## src/rtl/des_uart_sequencer.sv

```systemverilog
// Byte-to-block sequencer between uart_rx/uart_tx and the DES core: gathers eight
// received bytes into a plaintext block, waits out the core latency, then streams the ciphertext back.
module des_uart_sequencer #(
    parameter int unsigned DES_LATENCY = 17,
    parameter int unsigned TIMEOUT     = 1000000
) (
    input  logic        clk,
    input  logic        rst_n,
    input  logic        rx_valid,
    input  logic [7:0]  rx_byte,
    output logic [7:0]  tx_byte,
    output logic        tx_start,
    input  logic        tx_active,
    output logic [63:0] des_plaintext,
    input  logic [63:0] des_ciphertext,
    output logic        busy,
    output logic [7:0]  block_count,
    output logic        overrun,
    output logic        abort
);

    typedef enum logic [2:0] {
        S_IDLE,
        S_COLLECT,
        S_ENCRYPT,
        S_SEND,
        S_WAIT_ACT,
        S_WAIT_DONE
    } state_t;

    // Counters compare against "last value" so the transition fires on the edge
    // where the count would reach TIMEOUT / DES_LATENCY.
    localparam logic [19:0] TIMEOUT_LAST = 20'(TIMEOUT - 1);
    localparam logic [7:0]  LATENCY_LAST = 8'(DES_LATENCY - 1);

    state_t      state, state_d;
    logic        rx_prev;
    logic        byte_event;
    logic [63:0] asm_q, asm_d;
    logic [3:0]  byte_cnt_q, byte_cnt_d;
    logic [19:0] idle_cnt_q, idle_cnt_d;
    logic [7:0]  wait_cnt_q, wait_cnt_d;
    logic [63:0] shift_q, shift_d;
    logic [3:0]  send_cnt_q, send_cnt_d;
    logic [63:0] plain_d;
    logic [7:0]  tx_byte_d, block_count_d;
    logic        tx_start_d, abort_d, overrun_d, busy_d;

    assign byte_event = rx_valid & ~rx_prev;

    // NOTE: every signal assigned here gets a default first, so no path can infer a latch.
    always_comb begin
        state_d       = state;
        asm_d         = asm_q;
        byte_cnt_d    = byte_cnt_q;
        idle_cnt_d    = idle_cnt_q;
        wait_cnt_d    = wait_cnt_q;
        shift_d       = shift_q;
        send_cnt_d    = send_cnt_q;
        plain_d       = des_plaintext;
        block_count_d = block_count;
        overrun_d     = overrun;
        abort_d       = 1'b0;
        tx_byte_d     = tx_byte;
        tx_start_d    = 1'b0;

        case (state)
            S_IDLE: begin
                if (byte_event) begin
                    asm_d      = {asm_q[55:0], rx_byte};
                    byte_cnt_d = 4'd1;
                    idle_cnt_d = '0;
                    state_d    = S_COLLECT;
                end
            end
            S_COLLECT: begin
                // A byte arriving on the timeout cycle takes priority over the abort.
                if (byte_event) begin
                    asm_d      = {asm_q[55:0], rx_byte};
                    idle_cnt_d = '0;
                    if (byte_cnt_q == 4'd7) begin
                        plain_d    = {asm_q[55:0], rx_byte};
                        byte_cnt_d = '0;
                        wait_cnt_d = '0;
                        state_d    = S_ENCRYPT;
                    end else begin
                        byte_cnt_d = byte_cnt_q + 4'd1;
                    end
                end else if (idle_cnt_q == TIMEOUT_LAST) begin
                    abort_d    = 1'b1;
                    asm_d      = '0;
                    byte_cnt_d = '0;
                    idle_cnt_d = '0;
                    state_d    = S_IDLE;
                end else begin
                    idle_cnt_d = idle_cnt_q + 20'd1;
                end
            end
            S_ENCRYPT: begin
                if (wait_cnt_q == LATENCY_LAST) begin
                    shift_d    = des_ciphertext;
                    send_cnt_d = 4'd8;
                    wait_cnt_d = '0;
                    state_d    = S_SEND;
                end else begin
                    wait_cnt_d = wait_cnt_q + 8'd1;
                end
            end
            S_SEND: begin
                state_d = S_WAIT_ACT;
            end
            S_WAIT_ACT: begin
                if (tx_active) state_d = S_WAIT_DONE;
            end
            S_WAIT_DONE: begin
                if (!tx_active) begin
                    shift_d    = {shift_q[55:0], 8'h00};
                    send_cnt_d = send_cnt_q - 4'd1;
                    if (send_cnt_q == 4'd1) begin
                        block_count_d = block_count + 8'd1;
                        state_d       = S_IDLE;
                    end else begin
                        state_d = S_SEND;
                    end
                end
            end
            default: state_d = S_IDLE;
        endcase

        if (byte_event && !(state inside {S_IDLE, S_COLLECT})) overrun_d = 1'b1;

        // Outputs are registered from the next state so they line up with the state itself.
        if (state_d == S_SEND) begin
            tx_start_d = 1'b1;
            tx_byte_d  = shift_d[63:56];
        end
        busy_d = !(state_d inside {S_IDLE, S_COLLECT});
    end

    // NOTE: sequential state uses non-blocking assignments so all registers update together.
    always_ff @(posedge clk) begin
        if (!rst_n) begin
            state         <= S_IDLE;
            rx_prev       <= 1'b0;
            asm_q         <= '0;
            byte_cnt_q    <= '0;
            idle_cnt_q    <= '0;
            wait_cnt_q    <= '0;
            shift_q       <= '0;
            send_cnt_q    <= '0;
            des_plaintext <= '0;
            block_count   <= '0;
            overrun       <= 1'b0;
            abort         <= 1'b0;
            tx_byte       <= '0;
            tx_start      <= 1'b0;
            busy          <= 1'b0;
        end else begin
            state         <= state_d;
            rx_prev       <= rx_valid;
            asm_q         <= asm_d;
            byte_cnt_q    <= byte_cnt_d;
            idle_cnt_q    <= idle_cnt_d;
            wait_cnt_q    <= wait_cnt_d;
            shift_q       <= shift_d;
            send_cnt_q    <= send_cnt_d;
            des_plaintext <= plain_d;
            block_count   <= block_count_d;
            overrun       <= overrun_d;
            abort         <= abort_d;
            tx_byte       <= tx_byte_d;
            tx_start      <= tx_start_d;
            busy          <= busy_d;
        end
    end

endmodule

```

## config.mk

```make
export PLATFORM = sky130hd
export DESIGN_NAME = des_uart_sequencer
export DESIGN_NICKNAME = d
export VERILOG_FILES = /design/src/rtl/des_uart_sequencer.sv
export SDC_FILE = /design/constraint.sdc
export NUM_CORES = 1
export LEC_CHECK = 0
export BUFFER_PORTS_ARGS = -buffer_cell sky130_fd_sc_hd__buf_2
export CAP_MARGIN = 25
export CORE_MARGIN = 1.5
export CORE_UTILIZATION = 25
export DETAILED_ROUTE_END_ITERATION = 10
export GPL_TIMING_DRIVEN = 1
export MAX_ROUTING_LAYER = met4
export PLACE_DENSITY_LB_ADDON = 0.05
export SLEW_MARGIN = 40
export SYNTH_ARGS = -nofsm -noshare
export SYNTH_HDL_FRONTEND = slang
export SYNTH_SLANG_ARGS = --single-unit
export TNS_END_PERCENT = 30
```

## constraint.sdc

```tcl
create_clock -name clk -period 5.9 [get_ports clk]
set_clock_uncertainty 0.1 [all_clocks]
set_input_delay 0.59 -clock clk [delete_from_list [all_inputs] [get_ports clk]]
set_output_delay 0.59 -clock clk [all_outputs]
set_load 0.05 [all_outputs]
```

[Yosys cells after proc, flatten, opt, wreduce, memory -nomap -nowiden]
Index checks and enable logic that the tools add are counted.
Cells by class
  add/subtract/negate cells: 5
  eq/ne operators: 17
  muxes and demuxes: 34
  bitwise logic cells: 5
  reductions and logical operators: 16
Operator list (count)
  56-bit two-way mux: 3
  64-bit two-way mux: 2
  64-bit one-hot mux with 2 select lines: 1
  56-bit one-hot mux with 2 select lines: 1
  20-bit two-way mux: 3
  20-bit one-hot mux with 2 select lines: 1
  4-bit two-way mux: 6
  8-bit two-way mux: 3
  3-bit two-way mux: 7
  20-bit by 1-bit adder with 20-bit output (second input constant): 1
  20-bit == test (second input constant): 1
  3-bit one-hot mux with 6 select lines: 1
  8-bit by 1-bit adder with 8-bit output (second input constant): 2
  4-bit one-hot mux with 2 select lines: 2
  8-bit one-hot mux with 2 select lines: 1
  3-bit AND reduction: 5
  2-bit != test (second input constant): 5
  3-bit by 2-bit == test with 1-bit output (second input constant): 3
  8-bit by 5-bit == test with 1-bit output (second input constant): 1
  2-bit nonzero test: 4
  3-bit by 1-bit == test with 1-bit output (second input constant): 2
  3-bit == test (second input constant): 2
  3-bit zero test: 2
  4-bit by 1-bit adder with 4-bit output (second input constant): 1
  12 further kinds: 17
Word-level totals
  register bits after elaboration: 244

[Longest topological paths before layout]
Gate-level depths: netlist (run 1).
  depth in word-level cells: 7
  mapped depth: 10
  depth with buffers taken out: 7

[Worst setup path after synthesis (run 1)]
Ideal clock, no wire load.
  kind: register to register
  start: reg idle_cnt_q[7]
  end: reg tx_byte[0]
  library setup time: 121 ps
  data arrival time: 2756 ps
  path slack: 2923 ps
  cell stages (with the launch flop): 6
  buffers on the path: 0
  clock period less this slack: 2977 ps
  path through: dfxtp_1 > or4b_1 > or4_1 > o41a_1 > o41ai_4 > mux2_2
On the way
  word-level cells in the longest chain between the ends: 5
RTL lines
  start, declared: line 41  | logic [19:0] idle_cnt_q, idle_cnt_d;
  start signal, assigned: line 163  | idle_cnt_q <= idle_cnt_d;
  20-bit == test: line 89  | end else if (idle_cnt_q == TIMEOUT_LAST) begin
  3-bit two-way mux: line 89
  3-bit two-way mux: line 78  | if (byte_event) begin
  3-bit one-hot mux with 6 select lines: line 67  | case (state)
  3-bit by 2-bit == test with 1-bit output: line 133  | if (state_d == S_SEND) begin
  end signal, assigned: line 171  | tx_byte <= tx_byte_d;
  end, declared: line 11  | output logic [7:0] tx_byte,
No other way between the ends.
A chain may end at the register's enable or synchronous reset.

[Worst setup path after layout (run 1)]
  start: reg idle_cnt_q[0]
  end: reg tx_byte[4]
The elaborated chain is that of the path after synthesis.

==> summary.md, run 1 <==
| Metric | Value |
|---|---|
| Hold Path Cell Cnt | 3 |
| Fin nets | around 1300 |
| Post-synth top area cell | dfxtp_1 |
| R2r setup slk | ~2500 ps |
| Final WL | approximately 27000 microns |
| Total of warnings raised by yosys | 0 |
| RSZ-0062 raised after global routing | no |
| Leak | around 0.0042 uW |
| Dpl cells | 1605 |
| Hold Path Class | in -> reg |
| TritonRoute pass-1 iters | 6 |
| Hold_ws | 174 ps |
| Total clock sinks | about 240 |
| Final Instance Area | approximately 11000 sq um |
| TritonCTS clock tree | yes |
| Mean Syn Cell Area | ~9 sq um |
| Reg2reg path depth | 7 |
| I/O pin cnt | between 150 and 200 |
| WHS Endpoint | shift_q[7] |
| Mapped Area | 9180 sq um |
| Prevailing post-synth register cell | dfxtp_1 |
| Crit. End Element | flip-flop |
| Layout cells sized above 1 | 0.203 |
| # DRC | 0 |
| Vias in the first global route | 7445 |
| Root Driver | clkbuf_16 |
| GRT Total Usage | 0.147 |
| Skew-Pair Late Insertion Delay | 550 ps |
| Global-route wire length before repair | 43800 microns |
| Maximum VDD drop | around 0.00021 V |
| Initial core utilization | 0.253 |
| Final cell count without fillers | 1658 |
| CTS buffer count | 30 |
| Post_cts resized | 0 |
| Via count | between 7000 and 8000 |
| Most frequent cells in the layout | 244 x dfxtp_1, 218 x nand2_1, 159 x buf_2 |
| Post-CTS Setup Repair Bufs | 0 |
| IO Port Bufs | between 150 and 200 |
| Max-slew headroom | 0.465 |
| P&R area growth vs syn | 24.2% |
| Crit-path cells | ha_1, nand3_1, or4_1, o41a_1, buf_4, o41ai_4, mux2_2 |
| CTS Buffer Depth | 3 |
| Crit Path Max Fanout | 21 |
| Crit path kind | reg -> reg |
| Vias per cell | approximately 4.6 |
| Library cells used by synthesis | between 40 and 50 |
| Cells taking the most area after synthesis | dfxtp_1 53%, nand2_1 8.9%, a21oi_1 7.7% |
| Seq/Total Area, Yosys | 0.532 |
| Drt wl/cell | roughly 16 microns |
| Final Cycle Share | 0.577 |
| Pwr Total | about 3600 uW |
| Routability cong. | between 0.7 and 0.8 |
| Hold buffer count at cts | 0 |
| Power per Cell Area | between 300 and 400 nW/um^2 |
| FP Rows | 70 |
| Commonest non-fill, non-tap cell in the layout | dfxtp_1 |
| Min-delay src | des_ciphertext[7] |
| RR Startpoint | idle_cnt_q[0] |
| Clk slew on worst S/H paths | 60 ps |
| Initial antenna violation count | 3 |
| Filler instances | slightly below 4000 |
| Critical path arrival | between 3000 and 4000 ps |
| DP HPWL | approximately 17000 microns |
| Final setup violation count | 0 |
| Post-Syn Nets | ~1100 |
| R2R Path End | tx_byte[4] |
| WP buf/inv | 1 |
| CP Data Required Time | approximately 6200 ps |
| Die Wd | between 150 and 200 microns |
| CP max stage cell | o41ai_4 |
| Die height | about 190 microns |
| Die area | between 30000 and 40000 sq um |
| Post-route ant nets | 0 |
| CORE AREA | 36300 sq um |
| TNS Setup | 0 ps |
| Placed Area | roughly 10000 sq um |
| Fin crit period | 3410 ps |
| Post-Synthesis Cells | between 1000 and 1500 |
| Largest net degree at the start of global routing | 96 |
| Initial DRC Count | between 300 and 400 |
| Hold Fails Final Rpt | 0 |
| Slowest stage delay, CP | between 700 and 800 ps |
| Max-slew violation count | 0 |
| Outcome | finished, final reports clean |
| H-tree depth | 1 |
| Max_cap viols | 0 |
| Worst slew pin tran | roughly 800 ps |
| Total global routing overflow | 0 |
| Largest delay share family, worst path | compound AO/OA/AOI/OAI gates |
| Number of synthesized register bits | approximately 240 |
| Number of synthesized flops with an enable pin | 0 |
| Post-synth top area share | 0.532 |
| Critical Path Start Type | flip-flop |
| Synth async-reset ratio | 0 |
| Max Clk Rate | between 0.2 and 0.3 GHz |
==> registers in the layout, summed over array words and instances (netlist names), 3 cells and up <==
name / flops
asm_q: 56
block_count: 8
byte_cnt_q: 4
des_plaintext: 64
idle_cnt_q: 20
send_cnt_q: 4
shift_q: 64
state: 3
tx_byte: 8
wait_cnt_q: 8
==> cells in the mapped netlist, drive strengths merged (4+ instances only) <==
cell type and number:
nand4 7, xnor2 21, nor4 8, dfxtp 244, xor2 11, ha 7
mux2 8, nand3 22, a22o 44, nand2 218, buf 13, nor2 67
clkbuf 62, inv 11, nor3 16, and3 5, mux2i 9, a221oi 8
o21ai 22, a22oi 50, and2 11, a31oi 4, a21oi 142
==> worst reg2reg max path, delay by kind of cell, from the launching register on <==
kind / cells / cell delay [ps]
multiplexers: 1 / 410
buffers and inverters: 1 / 220
adder cells (fa/ha/maj): 1 / 210
AO/OA/AOI/OAI: 2 / 1140
flip-flops: 1 / 410
AND/OR/NAND/NOR: 2 / 820
==> power by group <==
part           switching [uW]  total (uW)  leakage [uW]  internal (uW)
combinational            74.8         113       0.00178           38.2
clock                     724        1820      0.000476           1090
sequential               12.6        1670       0.00197           1660
total                     812        3600       0.00423           2790
==> metrics by stage <==
stage,worst slack (ps),util
global route,2250,0.314
finish,2490,0.314
CTS,2430,0.313
detailed placement,2430,0.286
floorplan,2920,-
global placement,2480,0.286
==> logic make-up (layout without fill, tap and decap cells) <==
kind of cell / after synthesis / in the layout / synth area share
other: 0 / 3 / 0
multiplexers: 17 / 17 / 0.0196
AND/OR/NAND/NOR: 376 / 376 / 0.178
XOR/XNOR: 32 / 32 / 0.0305
flip-flops: 244 / 244 / 0.532
AO/OA/AOI/OAI: 281 / 281 / 0.195
adder cells (fa/ha/maj): 7 / 7 / 0.00954
buffers and inverters: 86 / 230 / 0.0358
==> final cells by class <==
type / count / area (sq um) / area share
flip-flops and latches: 244 / 4880 / 0.428
multi-input cells: 713 / 4020 / 0.353
clock inverters: 11 / 114 / 0.00998
clock buffers: 38 / 852 / 0.0747
inverters: 11 / 46.3 / 0.00406
well taps: 468 / 586 / 0.0513
repair buffers: 170 / 891 / 0.0781
diodes: 3 / 7.51 / 0.000658
==> layer usage <==
| metal | share of wire | vias up | track usage |
|---|---|---|---|
| met4 | 0.013 | 0 | 0.0333 |
| met5 | 0 | - | - |
| met1 | 0.49 | 3599 | 0.201 |
| met2 | 0.44 | 136 | 0.216 |
| met3 | 0.060 | 31 | 0.0373 |
| li1 | - | 3894 | - |
==> how the worst max path moves through the flow <==
stage	from	endpoint	slack [ps]	cells after the start
floorplan	idle_cnt_q[7]	tx_byte[0]	2920	5
global placement	idle_cnt_q[7]	tx_byte[4]	2480	6
detailed placement	idle_cnt_q[0]	tx_byte[2]	2430	7
CTS	idle_cnt_q[0]	tx_byte[4]	2430	7
global route	idle_cnt_q[0]	tx_byte[4]	2250	7
finish	idle_cnt_q[0]	tx_byte[4]	2490	7
No activity file was read; power rests on OpenSTA's default activity.
==> inputs of run 2 (changes only) <==
--- a/config.mk
+++ b/config.mk
@@ -5,6 +5,7 @@
 export SDC_FILE = /design/constraint.sdc
 export NUM_CORES = 1
 export LEC_CHECK = 0
+export ABC_AREA = 1
 export BUFFER_PORTS_ARGS = -buffer_cell sky130_fd_sc_hd__buf_2
 export CAP_MARGIN = 25
 export CORE_MARGIN = 1.5
==> constraint.sdc (replaced) <==
create_clock -name clk -period 3.2 [get_ports clk]
set_clock_uncertainty 0.1 [all_clocks]
set_input_delay 0.32 -clock clk [delete_from_list [all_inputs] [get_ports clk]]
set_output_delay 0.32 -clock clk [all_outputs]
set_load 0.05 [all_outputs]
==> summary.md, run 2 <==
| Metric | Value |
|---|---|
| Outcome | finished, final reports clean |
| Number of synthesized register bits | 244 (unchanged) |
| FP Rows | 72 (+2.9%) |
| Die area | 40500 sq um (+6.8%) |
| Via count | 8789 (+15%) |
| Power per Cell Area | 530 nW/um^2 (+68%) |
| Post-Syn Nets | 1386 (+23%) |
| Leak | 0.00506 uW (+20%) |
| TritonCTS clock tree | yes |
| Crit. End Element | flip-flop |
| Prevailing post-synth register cell | dfxtp_1 |
| Largest net degree at the start of global routing | 114 (+19%) |
| I/O pin cnt | 160 (unchanged) |
| Seq/Total Area, Yosys | 0.498 (-0.0343) |
| Largest regs | des_plaintext (64), shift_q (64), asm_q (56) |
| Post-synth top area cell | dfxtp_1 |
| Number of synthesized flops with an enable pin | 0 (unchanged) |
| Total of warnings raised by yosys | 0 (unchanged) |
| Post-synth top area share | 0.498 (-0.0343) |
| TNS Setup | 0 ps (unchanged) |
| Max_cap viols | 0 (unchanged) |
| Initial antenna violation count | 1 (-2) |
| Max-slew headroom | 0.537 (+0.0713) |
| CTS buffer count | 30 (unchanged) |
| Commonest non-fill, non-tap cell in the layout | nand2_1 |
| Total clock sinks | 244 (unchanged) |
| Initial DRC Count | 381 (+6.7%) |
| Library cells used by synthesis | 35 (-24%) |
| Die height | 201 microns (+3.3%) |
| CP Data Required Time | 3550 ps (-2680 ps) |
| Most frequent cells in the layout | 314 x nand2_1, 244 x dfxtp_1, 158 x buf_2 |
| Fin nets | 1584 (+26%) |
| Skew-Pair Late Insertion Delay | 570 ps (+20 ps) |
| Initial core utilization | 0.254 (+0.00135) |
| Critical path arrival | 2680 ps (-1060 ps) |
| Final WL | 29400 microns (+7.6%) |
| P&R area growth vs syn | 29.4% |
| Count leader, synth | nand2_1 |
| GRT Total Usage | 0.148 (+0.00124) |
| Clk slew on worst S/H paths | 60 ps (about the same) |
| Post-route ant nets | 0 (unchanged) |
| Final setup violation count | 0 (unchanged) |
| Vias in the first global route | 8795 (+18%) |
| Max-slew violation count | 0 (unchanged) |
| Root Driver | clkbuf_16 |
| Pwr Total | 6730 uW (+87%) |
| Mapped Area | 9810 sq um (+6.9%) |
| Critical Path Start Type | flip-flop |
| Hold Path Class | in -> reg |
| Mean Syn Cell Area | 7.53 sq um (-14%) |
| Cells taking the most area after synthesis | dfxtp_1 50%, nand2_1 12%, nor2_1 5.7% |
| Max Clk Rate | 0.429 GHz (+46%) |
| Hold Fails Final Rpt | 0 (unchanged) |
| Routability cong. | 0.753 (+6.1%) |
| Die Wd | 201 microns (+3.3%) |
| Layout cells sized above 1 | 0.167 (-0.0363) |
| TritonRoute pass-1 iters | 5 (-1) |
| Crit path kind | reg -> reg |
| IO Port Bufs | 159 (unchanged) |
| CTS Buffer Depth | 3 (unchanged) |
| Drt wl/cell | 14.4 microns (-13%) |
| Post-layout util | 0.329 (+0.0148) |
| Worst slew pin tran | 690 ps (-112 ps) |
| Global-route wire length before repair | 47300 microns (+8.0%) |
| Commonest cells post-synth | 314 x nand2_1, 244 x dfxtp_1, 150 x nor2_1, 101 x inv_1, 101 x o21ai_0 |
| Vias per cell | 4.30 (-6.8%) |
| H-tree depth | 1 (unchanged) |
| DP HPWL | 19400 microns (+14%) |
| Maximum VDD drop | 0.000379 V (+82%) |
| CORE AREA | 38600 sq um (+6.3%) |
| Fin crit period | 2330 ps (-1070 ps) |
| RSZ-0062 raised after global routing | no |
| Post_cts resized | 0 (unchanged) |
| Final Cycle Share | 0.729 (+0.151) |
| Post-Synthesis Cells | 1303 (+25%) |
| Synth async-reset ratio | 0 (unchanged) |
| Total global routing overflow | 0 (unchanged) |
| # DRC | 0 (unchanged) |
| Crit Path Max Fanout | 17 (-19%) |
## run 2: timing repair
action	CTS	global route
buffers inserted	0	0
hold endpoints to repair	75	0
hold buffers	67	0
setup endpoints to repair	0	0
## run 2: path summary, 6_finish.rpt
check,start,to,slack [ps],cells past startpoint
setup / recovery,wait_cnt_q[0],tx_byte[4],870,11
hold / removal,des_ciphertext[56],shift_q[56],20,5
setup reg to reg,wait_cnt_q[0],tx_byte[4],870,11
hold reg to reg,wait_cnt_q[7],wait_cnt_q[7],350,1
## run 2: cell families after synthesis
family                     synth area share
adders and majority gates           0.00892
and+or+nand+nor                       0.262
DFF                                   0.498
xor gates and xnor gates             0.0107
buffers and inverters                0.0806
AOI/OAI and AO/OA                     0.140
## run 2: worst max-delay path, stage by stage, from the launching register on
cell and delay [ps]:
dfxtp_1 340, inv_1 60, ha_1 130, nor3b_1 280
nand2_1 110, nand2_1 170, nand3_2 390, buf_4 340
nand2_1 80, nand2_1 60, nor2_1 100, nor2_1 60
## run 2: power by group
part / internal, uW / switching (uW) / total, uW / leakage (uW)
logic: 141 / 215 / 356 / 0.00262
clock network: 1970 / 1320 / 3290 / 0.000474
registers: 3060 / 24.1 / 3090 / 0.00197
total: 5170 / 1560 / 6730 / 0.00506
## run 2: metal layers
metal / global-route usage / up-vias / wire, microns
li1: - / 4656 / -
met1: 0.192 / 3930 / 14300
met2: 0.235 / 156 / 13100
met3: 0.0321 / 47 / 1430
met4: 0.0354 / 0 / 595
met5: - / - / 0
## run 2: area by class of cell
type                    instances  area [sq um]
fillers                      4144         25900
flip-flops and latches        244          4880
clock buffers                  50           937
inverters                     107           403
multi-input cells             875          4140
repair buffers                243          1660
diodes                          1          2.50
clock inverters                 4          20.0
well taps                     518           648
## run 2: metrics by stage
| step | worst slack (ps) | hold slack (ps) | instances | area (sq um) |
|---|---|---|---|---|
| finish | 868 | 23.5 | 2042 | 12700 |
| global route | 573 | 30.4 | 2042 | 12700 |
| CTS | 816 | 3.77 | 2041 | 12700 |
| detailed placement | 830 | 340 | 1920 | 11100 |
| global placement | 866 | 340 | 1920 | 11100 |
| floorplan | 1460 | 313 | 1303 | 9810 |
